File: config.mk
export PLATFORM = sky130hd
export DESIGN_NAME = lsu_bus_ctrl_flat
export DESIGN_NICKNAME = d
export VERILOG_FILES = /design/src/rtl/riscv_pkg.sv /design/src/rtl/lsu_bus_ctrl_if.sv /design/src/rtl/lsu_lane_align.sv /design/src/rtl/lsu_bus_ctrl.sv /design/src/flat_wrapper.sv
export SDC_FILE = /design/constraint.sdc
export NUM_CORES = 1
export LEC_CHECK = 0
export CAP_MARGIN = 20
export CELL_PAD_IN_SITES_DETAIL_PLACEMENT = 1
export CELL_PAD_IN_SITES_GLOBAL_PLACEMENT = 1
export CORE_MARGIN = 1
export CORE_UTILIZATION = 30
export DETAILED_ROUTE_END_ITERATION = 10
export GPL_ROUTABILITY_DRIVEN = 1
export PLACE_DENSITY_LB_ADDON = 0.1
export SLEW_MARGIN = 20
export SYNTH_ARGS = -nofsm -noshare
export SYNTH_HDL_FRONTEND = slang
export SYNTH_SLANG_ARGS = --single-unit
File: constraint.sdc
create_clock -name clk -period 2.4 [get_ports clk]
set_input_delay 0.48 -clock clk [delete_from_list [all_inputs] [get_ports clk]]
set_output_delay 0.48 -clock clk [all_outputs]
set_load 0.03 [all_outputs]
File: src/rtl/riscv_pkg.sv
// Shared core types: decoded op encoding, LSU sequencing states and access-size helpers.
// Used by the decoder, the load/store unit and writeback.
package riscv_pkg;

   typedef enum logic [5:0] {
      CU_LUI = 6'd0, CU_AUIPC, CU_JAL, CU_JALR,
      CU_BEQ, CU_BNE, CU_BLT, CU_BGE, CU_BLTU, CU_BGEU,
      CU_LB = 6'd10, CU_LH, CU_LW, CU_LBU, CU_LHU,
      CU_SB = 6'd15, CU_SH, CU_SW,
      CU_ADDI, CU_SLTI, CU_SLTIU, CU_XORI, CU_ORI, CU_ANDI,
      CU_SLLI, CU_SRLI, CU_SRAI,
      CU_ADD, CU_SUB, CU_SLL, CU_SLT, CU_SLTU, CU_XOR, CU_SRL, CU_SRA, CU_OR, CU_AND,
      CU_ERROR
   } cu_op_t;

   typedef enum logic [1:0] {IDLE, REQ, DONE} lsu_state_t;

   typedef enum logic [1:0] {SZ_BYTE, SZ_HALF, SZ_WORD} lsu_size_t;

   function automatic logic is_load(cu_op_t op);
      return op inside {CU_LB, CU_LH, CU_LW, CU_LBU, CU_LHU};
   endfunction

   function automatic logic is_store(cu_op_t op);
      return op inside {CU_SB, CU_SH, CU_SW};
   endfunction

   function automatic lsu_size_t op_size(cu_op_t op);
      case (op)
         CU_LB, CU_LBU, CU_SB: return SZ_BYTE;
         CU_LH, CU_LHU, CU_SH: return SZ_HALF;
         default:              return SZ_WORD;
      endcase
   endfunction

   // Only meaningful for memory ops; callers gate with is_load/is_store.
   function automatic logic is_misaligned(cu_op_t op, logic [1:0] offset);
      case (op_size(op))
         SZ_HALF: return offset[0];
         SZ_WORD: return |offset;
         default: return 1'b0;
      endcase
   endfunction

endpackage

File: src/rtl/lsu_bus_ctrl_if.sv
// Data-memory bus: single outstanding req/ack transaction with byte enables.
interface lsu_bus_ctrl_if;
   logic        bus_req;
   logic        bus_we;
   logic [31:0] bus_addr;
   logic [31:0] bus_wdata;
   logic [3:0]  bus_sel;
   logic        bus_ack;
   logic [31:0] bus_rdata;

   modport master (
      output bus_req, bus_we, bus_addr, bus_wdata, bus_sel,
      input  bus_ack, bus_rdata
   );

   modport slave (
      input  bus_req, bus_we, bus_addr, bus_wdata, bus_sel,
      output bus_ack, bus_rdata
   );
endinterface

File: src/rtl/lsu_lane_align.sv
// Byte-lane steering: store data replication / byte enables, and right-aligned,
// zero-filled load extraction. Purely combinational.
module lsu_lane_align
   import riscv_pkg::*;
(
   input  lsu_size_t   st_size,
   input  logic [1:0]  st_offset,
   input  logic [31:0] st_data,
   output logic [31:0] wdata,
   output logic [3:0]  sel,
   input  lsu_size_t   ld_size,
   input  logic [1:0]  ld_offset,
   input  logic [31:0] rdata,
   output logic [31:0] ld_data
);

   always_comb begin
      wdata = st_data;
      sel   = 4'b1111;
      case (st_size)
         SZ_BYTE: begin
            wdata = {4{st_data[7:0]}};
            sel   = 4'b0001 << st_offset;
         end
         SZ_HALF: begin
            wdata = {2{st_data[15:0]}};
            sel   = st_offset[1] ? 4'b1100 : 4'b0011;
         end
         default: ;
      endcase
   end

   // Sign/zero extension happens in writeback, so upper bits are always zero here.
   always_comb begin
      ld_data = rdata;
      case (ld_size)
         SZ_BYTE: begin
            case (ld_offset)
               2'd0:    ld_data = {24'b0, rdata[7:0]};
               2'd1:    ld_data = {24'b0, rdata[15:8]};
               2'd2:    ld_data = {24'b0, rdata[23:16]};
               default: ld_data = {24'b0, rdata[31:24]};
            endcase
         end
         SZ_HALF: ld_data = {16'b0, ld_offset[1] ? rdata[31:16] : rdata[15:0]};
         default: ;
      endcase
   end

endmodule

File: src/rtl/lsu_bus_ctrl.sv
// Load/store unit: launches one bus transaction per aligned memory op, stalls the
// core through IDLE->REQ->DONE, and hands a right-aligned load word to writeback.
module lsu_bus_ctrl
   import riscv_pkg::*;
#(
   parameter int TIMEOUT = 16,
   parameter int TO_W    = 5
) (
   input  logic               clk,
   input  logic               nRst,
   input  logic               en,
   input  logic [5:0]         cuOP,
   input  logic [31:0]        addr,
   input  logic [31:0]        rs2,
   output logic [31:0]        memload,
   output logic               stall,
   output logic               misaligned,
   output logic               bus_err,
   lsu_bus_ctrl_if.master     bus
);

   cu_op_t      op;
   lsu_state_t  state, state_next;
   logic        mem_op, bad_align, launch, ack, expire;
   logic [TO_W-1:0] count;
   logic        err_flag;
   logic [31:0] addr_q, wdata_q, st_wdata, ld_data;
   logic        we_q;
   logic [3:0]  sel_q, st_sel;
   lsu_size_t   st_size, tag_size;
   logic [1:0]  tag_off;

   assign op        = cu_op_t'(cuOP);
   assign mem_op    = is_load(op) | is_store(op);
   assign bad_align = mem_op & is_misaligned(op, addr[1:0]);
   assign st_size   = op_size(op);
   // Gated by nRst so the combinational stall also drops while reset is held.
   assign launch    = nRst & (state == IDLE) & en & mem_op & ~bad_align;
   assign ack       = (state == REQ) & bus.bus_ack;
   assign expire    = (state == REQ) & ~bus.bus_ack & (count == TO_W'(TIMEOUT - 1));

   lsu_lane_align u_align (
      .st_size   (st_size),
      .st_offset (addr[1:0]),
      .st_data   (rs2),
      .wdata     (st_wdata),
      .sel       (st_sel),
      .ld_size   (tag_size),
      .ld_offset (tag_off),
      .rdata     (bus.bus_rdata),
      .ld_data   (ld_data)
   );

   always_ff @(posedge clk or negedge nRst) begin
      if (!nRst) state <= IDLE;
      else       state <= state_next;
   end

   always_comb begin
      state_next = state;
      case (state)
         IDLE:    if (launch) state_next = REQ;
         REQ:     if (ack | expire) state_next = DONE;
         DONE:    state_next = IDLE;
         default: state_next = IDLE;
      endcase
   end

   always_comb begin
      stall       = launch | (state == REQ);
      misaligned  = nRst & (state == IDLE) & en & bad_align;
      bus_err     = (state == DONE) & err_flag;
      bus.bus_req = (state == REQ);
   end

   // Bus fields are captured at launch and stay frozen for the whole REQ phase.
   always_ff @(posedge clk or negedge nRst) begin
      if (!nRst) begin
         addr_q   <= '0;
         we_q     <= 1'b0;
         wdata_q  <= '0;
         sel_q    <= '0;
         tag_size <= SZ_BYTE;
         tag_off  <= '0;
         count    <= '0;
         err_flag <= 1'b0;
         memload  <= '0;
      end else if (launch) begin
         addr_q   <= {addr[31:2], 2'b00};
         we_q     <= is_store(op);
         wdata_q  <= st_wdata;
         sel_q    <= is_store(op) ? st_sel : 4'b1111;
         tag_size <= st_size;
         tag_off  <= addr[1:0];
         count    <= '0;
         err_flag <= 1'b0;
      end else if (state == REQ) begin
         if (ack) begin
            if (!we_q) memload <= ld_data;
         end else if (expire) begin
            err_flag <= 1'b1;
            if (!we_q) memload <= '0;
         end else begin
            count <= count + 1'b1;
         end
      end
   end

   assign bus.bus_addr  = addr_q;
   assign bus.bus_we    = we_q;
   assign bus.bus_wdata = wdata_q;
   assign bus.bus_sel   = sel_q;

endmodule
File: src/flat_wrapper.sv
// flat-port wrapper written by rule: the top's interface ports become plain ports
module lsu_bus_ctrl_flat import riscv_pkg::*;
#(
   parameter int TIMEOUT = 16,
   parameter int TO_W    = 5
)
  (clk, nRst, en, cuOP, addr, rs2, memload, stall, misaligned, bus_err, bus_bus_req, bus_bus_we, bus_bus_addr, bus_bus_wdata, bus_bus_sel, bus_bus_ack, bus_bus_rdata);
  lsu_bus_ctrl_if bus_i ();
  input  logic clk;
  input  logic nRst;
  input  logic en;
  input  logic [5:0] cuOP;
  input  logic [31:0] addr;
  input  logic [31:0] rs2;
  output logic [31:0] memload;
  output logic stall;
  output logic misaligned;
  output logic bus_err;
  output wire logic [$bits(bus_i.bus_req)-1:0] bus_bus_req;
  output wire logic [$bits(bus_i.bus_we)-1:0] bus_bus_we;
  output wire logic [$bits(bus_i.bus_addr)-1:0] bus_bus_addr;
  output wire logic [$bits(bus_i.bus_wdata)-1:0] bus_bus_wdata;
  output wire logic [$bits(bus_i.bus_sel)-1:0] bus_bus_sel;
  input wire logic [$bits(bus_i.bus_ack)-1:0] bus_bus_ack;
  input wire logic [$bits(bus_i.bus_rdata)-1:0] bus_bus_rdata;
  assign bus_bus_req = bus_i.bus_req;
  assign bus_bus_we = bus_i.bus_we;
  assign bus_bus_addr = bus_i.bus_addr;
  assign bus_bus_wdata = bus_i.bus_wdata;
  assign bus_bus_sel = bus_i.bus_sel;
  assign bus_i.bus_ack = bus_bus_ack;
  assign bus_i.bus_rdata = bus_bus_rdata;
  lsu_bus_ctrl #(.TIMEOUT(TIMEOUT), .TO_W(TO_W)) u_core (.clk(clk), .nRst(nRst), .en(en), .cuOP(cuOP), .addr(addr), .rs2(rs2), .memload(memload), .stall(stall), .misaligned(misaligned), .bus_err(bus_err), .bus(bus_i));
endmodule
==> impl_metrics.prom, run 1 <==
# TYPE chip_impl_metric gauge
chip_impl_info{name="run_status",value="completed"} 1
chip_impl_metric{name="portBuffers",unit=""} 208
chip_impl_metric{name="grt_remaining_overflow",unit=""} 0
chip_impl_metric{name="finalHoldWorstSlack",unit="ns"} 0.196
chip_impl_metric{name="postSynthAreaPerCell",unit="um^2"} 11.8
chip_impl_metric{name="antenna_cells_inserted",unit=""} 0
chip_impl_metric{name="rr_worst_depth",unit=""} 7
chip_impl_metric{name="arrival",unit="ns"} 1.88
chip_impl_metric{name="synth-seq-area-share",unit=""} 0.543
chip_impl_metric{name="die_height",unit="um"} 133
chip_impl_metric{name="drc",unit=""} 0
chip_impl_info{name="synth_top_cell_by_area",value="sky130_fd_sc_hd__dfrtp_1"} 1
chip_impl_metric{name="worst_slack",unit="ns"} 0.0441
chip_impl_info{name="timing.setup.critical_path_class",value="in -> out"} 1
chip_impl_metric{name="die_x",unit="um"} 133
chip_impl_metric{name="clockBufferDepth",unit=""} 2
chip_impl_metric{name="placeableCoreArea",unit="um^2"} 16600
chip_impl_metric{name="synth-async-reset-ratio",unit=""} 1.00
chip_impl_metric{name="timing.critical_path.slowest_cell_delay",unit="ns"} 0.56
chip_impl_info{name="cp_cell_sequence",value="clkdlybuf4s50_1 -> o31ai_4 -> a211o_1 -> buf_6 -> nor2b_4 -> buf_6"} 1
chip_impl_metric{name="detailroute.via_count",unit=""} 4251
chip_impl_info{name="critPathMostFrequentCell",value="sky130_fd_sc_hd__buf_6"} 1
chip_impl_metric{name="finalMaxSlewViolations",unit=""} 0
chip_impl_info{name="holdCritPathClass",value="in -> async"} 1
chip_impl_metric{name="fin_skew",unit="ns"} 0.00833
chip_impl_info{name="critPathLaunchType",value="primary input"} 1
chip_impl_metric{name="grt_antenna_before_repair",unit=""} 0
chip_impl_metric{name="total_power",unit="mW"} 5.71
chip_impl_metric{name="antenna_violating_nets_post_route",unit=""} 0
chip_impl_metric{name="pin_count_of_the_biggest_net_entering_global_routing",unit=""} 76
chip_impl_info{name="worst_r2r_endpoint",value="u_core.memload[21]"} 1
chip_impl_metric{name="path_max_fanout",unit=""} 2
chip_impl_metric{name="final_period_minus_worst_setup_slack",unit="ns"} 2.36
chip_impl_metric{name="ioPinCount",unit=""} 211
chip_impl_metric{name="place.detailed.hpwl",unit="um"} 11700
chip_impl_metric{name="max-slew-margin-rel",unit=""} 0.515
chip_impl_metric{name="syn-instance-count",unit=""} 433
chip_impl_metric{name="grt_pass1_wl",unit="um"} 25900
chip_impl_metric{name="cts-htree-levels",unit=""} 3
chip_impl_metric{name="place.gp.congestion",unit=""} 0.780
chip_impl_metric{name="yosys_warning_count",unit=""} 0
chip_impl_info{name="synth.top_cells.by_area",value="sky130_fd_sc_hd__dfrtp_1, sky130_fd_sc_hd__mux2_2, sky130_fd_sc_hd__mux2i_1"} 1
chip_impl_metric{name="post_dp_cell_area",unit="um^2"} 7610
chip_impl_metric{name="dr.first_iter.drc_count",unit=""} 159
chip_impl_metric{name="synthToLayoutAreaGrowth",unit="%"} 55.2
chip_impl_metric{name="cp.required",unit="ns"} 1.92
chip_impl_metric{name="cts_sinks",unit=""} 111
chip_impl_metric{name="power.density",unit="nW/um^2"} 719
chip_impl_metric{name="synth-edff-count",unit=""} 0
chip_impl_info{name="rsz0062_at_grt",value="no"} 1
chip_impl_metric{name="fmax",unit="MHz"} 424
chip_impl_metric{name="worst_slew_pin_slew",unit="ns"} 0.728
chip_impl_metric{name="floorplan.die_area",unit="um^2"} 17600
chip_impl_metric{name="total_leakage_power",unit="nW"} 3.56
chip_impl_metric{name="clk_pin_slew_worst_paths",unit="ns"} 0.07
chip_impl_metric{name="first_global_vias",unit=""} 4642
chip_impl_metric{name="clkLatencyLatePin",unit="ns"} 0.35
chip_impl_metric{name="synth_cell_type_count",unit=""} 45
chip_impl_metric{name="count_of_standard_cell_rows",unit=""} 47
chip_impl_metric{name="stdcell_area",unit="um^2"} 7950
chip_impl_info{name="crit_path_start",value="addr[1]"} 1
chip_impl_metric{name="setup_viol_count_final",unit=""} 0
chip_impl_metric{name="syn-cell-area",unit="um^2"} 5120
chip_impl_metric{name="ir_drop",unit="mV"} 0.359
chip_impl_metric{name="start_util",unit=""} 0.308
chip_impl_metric{name="r2r_setup_slack",unit="ns"} 0.41
chip_impl_metric{name="cap_violations",unit=""} 0
chip_impl_metric{name="routedWlPerCell",unit="um"} 18.0
chip_impl_metric{name="post_route_cells_drive_above_1_share",unit=""} 0.192
chip_impl_metric{name="first_pass_iters",unit=""} 4
chip_impl_info{name="timing.critical_path.to_type",value="primary output"} 1
chip_impl_metric{name="hold_viol",unit=""} 0
chip_impl_metric{name="synth_top_cell_area_share",unit=""} 0.543
chip_impl_metric{name="grt_use_total",unit=""} 0.189
chip_impl_info{name="cts_tree",value="yes"} 1
chip_impl_metric{name="timing.final.crit_share",unit=""} 0.982
chip_impl_metric{name="routed_wl",unit="um"} 15800
chip_impl_metric{name="avgViaCountPerCell",unit=""} 4.83
chip_impl_info{name="clock_root_buffer_master",value="sky130_fd_sc_hd__clkbuf_16"} 1
chip_impl_info{name="dominantRegCellSynth",value="sky130_fd_sc_hd__dfrtp_1"} 1
chip_impl_metric{name="numCtsBuffers",unit=""} 9
chip_impl_info{name="critical-path-slowest-cell",value="sky130_fd_sc_hd__clkdlybuf4s50_1"} 1
chip_impl_info{name="r2r-start",value="u_core.count[0]"} 1
chip_impl_metric{name="nNetsFinal",unit=""} 764
chip_impl_metric{name="yosys_register_bits",unit=""} 111
chip_impl_metric{name="pre_cts_slack",unit="ns"} -0.471
==> cells in the mapped netlist, drive strengths merged (4+ instances only) <==
library cell	n
dfrtp	111
a211oi	9
nor2	7
a22o	16
a22oi	8
a21oi	24
buf	14
o211ai	4
mux2	58
nand2	38
and2	10
clkbuf	17
o21ai	9
o221ai	8
a31oi	23
nor2b	9
mux2i	16
inv	16
a221o	8
==> sequential cells by signal, indices dropped and copies added, names as in the netlist <==
| name | count |
|---|---|
| u_core.bus.bus_addr | 30 |
| u_core.tag_off | 2 |
| u_core.tag_size | 2 |
| u_core.count | 5 |
| u_core.bus.bus_we | 1 |
| u_core.err_flag | 1 |
| u_core.bus.bus_sel | 4 |
| u_core.memload | 32 |
| u_core.state | 2 |
| u_core.bus.bus_wdata | 32 |
==> metal layers <==
| layer | global-route usage | vias up | part of all wire |
|---|---|---|---|
| met2 | 0.297 | 142 | 0.46 |
| met5 | 0 | - | 0 |
| met3 | 0.0575 | 10 | 0.073 |
| li1 | - | 2026 | - |
| met1 | 0.249 | 2073 | 0.45 |
| met4 | 0.0536 | 0 | 0.010 |
==> worst max path at each step <==
stage / to / slack (ns) / cells past startpoint
finish: misaligned / 0.04 / 6
global route: misaligned / 0.002 / 7
CTS: misaligned / 0.005 / 7
detailed placement: stall / -0.47 / 7
global placement: stall / -0.44 / 7
floorplan: misaligned / -0.0005 / 6
==> kinds of logic (layout without fill, tap and decap cells) <==
kind of cell	count (synthesis)	count (layout)	share of synthesized area
compound gates	113	113	0.158
xor+xnor	4	4	0.00685
fa+ha+maj	2	2	0.00489
buf+inv	47	273	0.0428
flops	111	111	0.543
mux	74	74	0.164
other cells	1	2	0.000733
simple gates	81	81	0.0804
==> power by group <==
part           internal (mW)  switching, mW  total [mW]
Clock                  0.728          0.694        1.42
Combinational          0.897           1.04        1.93
Sequential              2.17          0.183        2.35
==> cells in the final DEF, fill, tap and decap left out, types with 15 or more instances in the layout <==
cell / instances
sky130_fd_sc_hd__nand2_1: 36
sky130_fd_sc_hd__buf_4: 30
sky130_fd_sc_hd__a21oi_1: 23
sky130_fd_sc_hd__mux2_2: 51
sky130_fd_sc_hd__inv_1: 15
sky130_fd_sc_hd__dfrtp_1: 111
sky130_fd_sc_hd__a31oi_1: 23
sky130_fd_sc_hd__clkdlybuf4s50_1: 198
sky130_fd_sc_hd__mux2i_1: 16
sky130_fd_sc_hd__a22o_1: 16
==> worst max-delay path: cells and delay by family <==
kind            cells  cell delay [ns]
compound gates      2             0.45
buf+inv             3             0.85
simple gates        1             0.10
==> metrics by stage <==
step	util	instances	TNS, ns
2_1_floorplan	-	434	-0.000499
4_1_cts	0.476	879	0
3_5_place_dp	0.457	860	-31.28
6_report	0.477	880	0
5_1_grt	0.477	880	0
3_3_place_gp	0.457	860	-27.09
==> area by class of cell <==
class / instances / area (um^2)
Clock buffer: 10 / 239
Clock inverter: 5 / 35.0
Fill cell: 1770 / 8700
Inverter: 16 / 60.1
Multi-Input combinational cell: 276 / 2180
Sequential cell: 111 / 2780
Tap cell: 220 / 275
Timing Repair Buffer: 242 / 2380
==> what timing repair did <==
action	4_1_cts	5_1_grt
hold buffers	0	0
gates resized for setup	27	3
buffers inserted	4	0
setup endpoints to repair	65	2
pin swaps	7	3
(Power assumes the default switching activity.)
==> inputs of run 2 (changes only) <==
CORE_UTILIZATION = 33   (was 30)
MAX_ROUTING_LAYER = met4   (was default)
clock period = 2.41 ns   (was 2.4 ns; I/O delays follow)
==> run 2 against run 1 <==
Flip-flop and latch count unchanged. Count of clock-buffer cells in the layout is 1 lower. Worst setup slack better by 0.023 ns. Routed wire length decreased by 2.2%. Final area barely moved. Largest power group unchanged. Core utilization increased by 4.8 points.
==> impl_metrics.prom, run 2 (synthesis gave the netlist of run 1 again) <==
# TYPE chip_impl_metric gauge
chip_impl_metric{name="clkLatencyLatePin",unit="ns"} 0.35
chip_impl_metric{name="grt_remaining_overflow",unit=""} 0
chip_impl_info{name="critPathMostFrequentCell",value="sky130_fd_sc_hd__buf_6"} 1
chip_impl_info{name="run_status",value="completed"} 1
chip_impl_metric{name="setup_viol_count_final",unit=""} 0
chip_impl_metric{name="max-slew-margin-rel",unit=""} 0.394
chip_impl_metric{name="drc",unit=""} 0
chip_impl_info{name="cp_cell_sequence",value="buf_2 -> or4b_4 -> o31ai_4 -> a211o_1 -> buf_6 -> nor2b_4 -> buf_6"} 1
chip_impl_info{name="mostFrequentLayoutCells",value="sky130_fd_sc_hd__clkdlybuf4s50_1, sky130_fd_sc_hd__dfrtp_1, sky130_fd_sc_hd__mux2_2, sky130_fd_sc_hd__buf_4, sky130_fd_sc_hd__nand2_1"} 1
chip_impl_metric{name="cts_hold_repair.buffers",unit=""} 0
chip_impl_metric{name="power.density",unit="nW/um^2"} 727
chip_impl_info{name="cts_tree",value="yes"} 1
chip_impl_info{name="critical-path-slowest-cell",value="sky130_fd_sc_hd__or4b_4"} 1
chip_impl_metric{name="numCtsBuffers",unit=""} 9
chip_impl_info{name="holdCritPathClass",value="in -> async"} 1
chip_impl_metric{name="antenna_violating_nets_post_route",unit=""} 0
chip_impl_metric{name="pin_count_of_the_biggest_net_entering_global_routing",unit=""} 71
chip_impl_metric{name="floorplan.die_area",unit="um^2"} 16000
chip_impl_metric{name="cap_violations",unit=""} 0
chip_impl_info{name="timing.setup.critical_path_class",value="in -> out"} 1
chip_impl_metric{name="finalMaxSlewViolations",unit=""} 0
chip_impl_metric{name="cts-htree-levels",unit=""} 3
chip_impl_info{name="critPathLaunchType",value="primary input"} 1
chip_impl_metric{name="cp.required",unit="ns"} 1.93
chip_impl_metric{name="grt_pass1_wl",unit="um"} 24500
chip_impl_metric{name="first_pass_iters",unit=""} 4
chip_impl_metric{name="die_height",unit="um"} 127
chip_impl_info{name="clock_root_buffer_master",value="sky130_fd_sc_hd__clkbuf_16"} 1
chip_impl_info{name="final_common_cell",value="sky130_fd_sc_hd__clkdlybuf4s50_1"} 1
chip_impl_metric{name="dr.first_iter.drc_count",unit=""} 149
chip_impl_metric{name="nNetsFinal",unit=""} 770
chip_impl_metric{name="cts_sinks",unit=""} 111
chip_impl_metric{name="ir_drop",unit="mV"} 0.446
chip_impl_metric{name="filler_cell_count",unit=""} 1580
chip_impl_metric{name="final_period_minus_worst_setup_slack",unit="ns"} 2.34
chip_impl_metric{name="placeableCoreArea",unit="um^2"} 15100
chip_impl_metric{name="arrival",unit="ns"} 1.86
chip_impl_metric{name="total_leakage_power",unit="nW"} 3.59
chip_impl_metric{name="timing.final.crit_share",unit=""} 0.972
chip_impl_metric{name="placed_cells_incl_taps",unit=""} 833
chip_impl_metric{name="first_global_vias",unit=""} 4589
chip_impl_info{name="rsz0062_at_grt",value="no"} 1
chip_impl_metric{name="clk_pin_slew_worst_paths",unit="ns"} 0.08
chip_impl_metric{name="setup_tns",unit="ns"} 0
chip_impl_metric{name="ioPinCount",unit=""} 211
chip_impl_metric{name="timing.critical_path.slowest_cell_delay",unit="ns"} 0.55
chip_impl_metric{name="die_x",unit="um"} 127
chip_impl_metric{name="fin_skew",unit="ns"} 0.00985
chip_impl_metric{name="detailroute.via_count",unit=""} 4363
chip_impl_info{name="cp_top_family",value="simple AND/OR/NAND/NOR gates"} 1
chip_impl_metric{name="synthToLayoutAreaGrowth",unit="%"} 55.4
chip_impl_info{name="timing.critical_path.to_type",value="primary output"} 1
chip_impl_metric{name="fmax",unit="MHz"} 427
chip_impl_metric{name="routed_wl",unit="um"} 15500
chip_impl_metric{name="count_of_standard_cell_rows",unit=""} 45
chip_impl_metric{name="post_route_cells_drive_above_1_share",unit=""} 0.203
chip_impl_metric{name="total_power",unit="mW"} 5.78
chip_impl_metric{name="worstPathBufferInverterCount",unit=""} 3
chip_impl_metric{name="place.gp.congestion",unit=""} 0.803
chip_impl_metric{name="worst_slew_pin_slew",unit="ns"} 0.909
chip_impl_metric{name="avgViaCountPerCell",unit=""} 5.10
chip_impl_metric{name="place.detailed.hpwl",unit="um"} 11400
chip_impl_metric{name="clockBufferDepth",unit=""} 2
chip_impl_metric{name="routedWlPerCell",unit="um"} 18.1
chip_impl_metric{name="grt_use_total",unit=""} 0.203
chip_impl_metric{name="start_util",unit=""} 0.338
chip_impl_metric{name="path_max_fanout",unit=""} 4
chip_impl_metric{name="hold_viol",unit=""} 0
chip_impl_metric{name="fin_cells",unit=""} 855
chip_impl_metric{name="grt_antenna_before_repair",unit=""} 1
chip_impl_metric{name="portBuffers",unit=""} 208
==> run 2: worst paths after layout <==
kind / endpoint / depth (start not counted) / slack (ns) / from
hold reg to reg: u_core.memload[4] / 2 / 0.47 / u_core.memload[4]
hold / removal: u_core.memload[31] / 2 / 0.22 / nRst
max in group asynchronous: u_core.memload[6] / 3 / 0.85 / nRst
setup reg to reg: u_core.memload[28] / 7 / 0.39 / u_core.count[0]
min in group clk: u_core.memload[4] / 2 / 0.47 / u_core.memload[4]
setup / recovery: misaligned / 7 / 0.07 / cuOP[3]
==> run 2: stage by stage <==
stage | setup slack (ns) | area [um^2] | hold WS (ns) | utilization
floorplan | 0.00550 | 5150 | 0.186 | -
global placement | -0.456 | 7590 | 0.455 | 0.501
detailed placement | -0.524 | 7590 | 0.458 | 0.501
CTS | 0.000218 | 7950 | 0.234 | 0.525
global route | 0.0190 | 7950 | 0.259 | 0.525
finish | 0.0668 | 7950 | 0.216 | 0.525
==> run 2: power by group <==
group | total [mW] | switching [mW] | internal [mW] | leakage [nW]
logic | 1.93 | 1.03 | 0.896 | 1.98
registers | 2.35 | 0.188 | 2.16 | 1.47
clock network | 1.50 | 0.694 | 0.809 | 0.142
==> run 2: worst reg2reg max path, stage by stage, from the launching register on <==
cell                      delay, ns
sky130_fd_sc_hd__dfrtp_1       0.41
sky130_fd_sc_hd__ha_1          0.18
sky130_fd_sc_hd__and3_1        0.16
sky130_fd_sc_hd__ha_1          0.20
sky130_fd_sc_hd__nor2_1        0.07
sky130_fd_sc_hd__or3_1         0.32
sky130_fd_sc_hd__buf_4         0.26
sky130_fd_sc_hd__a22o_1        0.31
==> run 2: cell type report <==
type                    instances  area [um^2]  share of cell area
multi-input cells             276         2190               0.275
repair buffers                248         2400               0.301
inverters                      16         60.1             0.00755
clock inverters                 6         68.8             0.00865
diodes                          1         2.50            0.000315
well taps                     188          235              0.0296
flip-flops and latches        111         2780               0.349
clock buffers                   9          225              0.0283
==> run 2: repair_timing <==
item	CTS	global route
gates cloned	0	0
hold endpoints to repair	0	0
buffers inserted	5	1
setup endpoints to repair	63	2
gates resized for setup	28	5
pin swaps	7	3
==> run 2: layer usage <==
metal | up-vias | GRT usage | wire length (um)
met5 | - | - | 0
met4 | 0 | 0.0503 | 207
met3 | 14 | 0.0633 | 1130
met2 | 150 | 0.310 | 7130
met1 | 2168 | 0.263 | 6980
li1 | 2031 | - | -
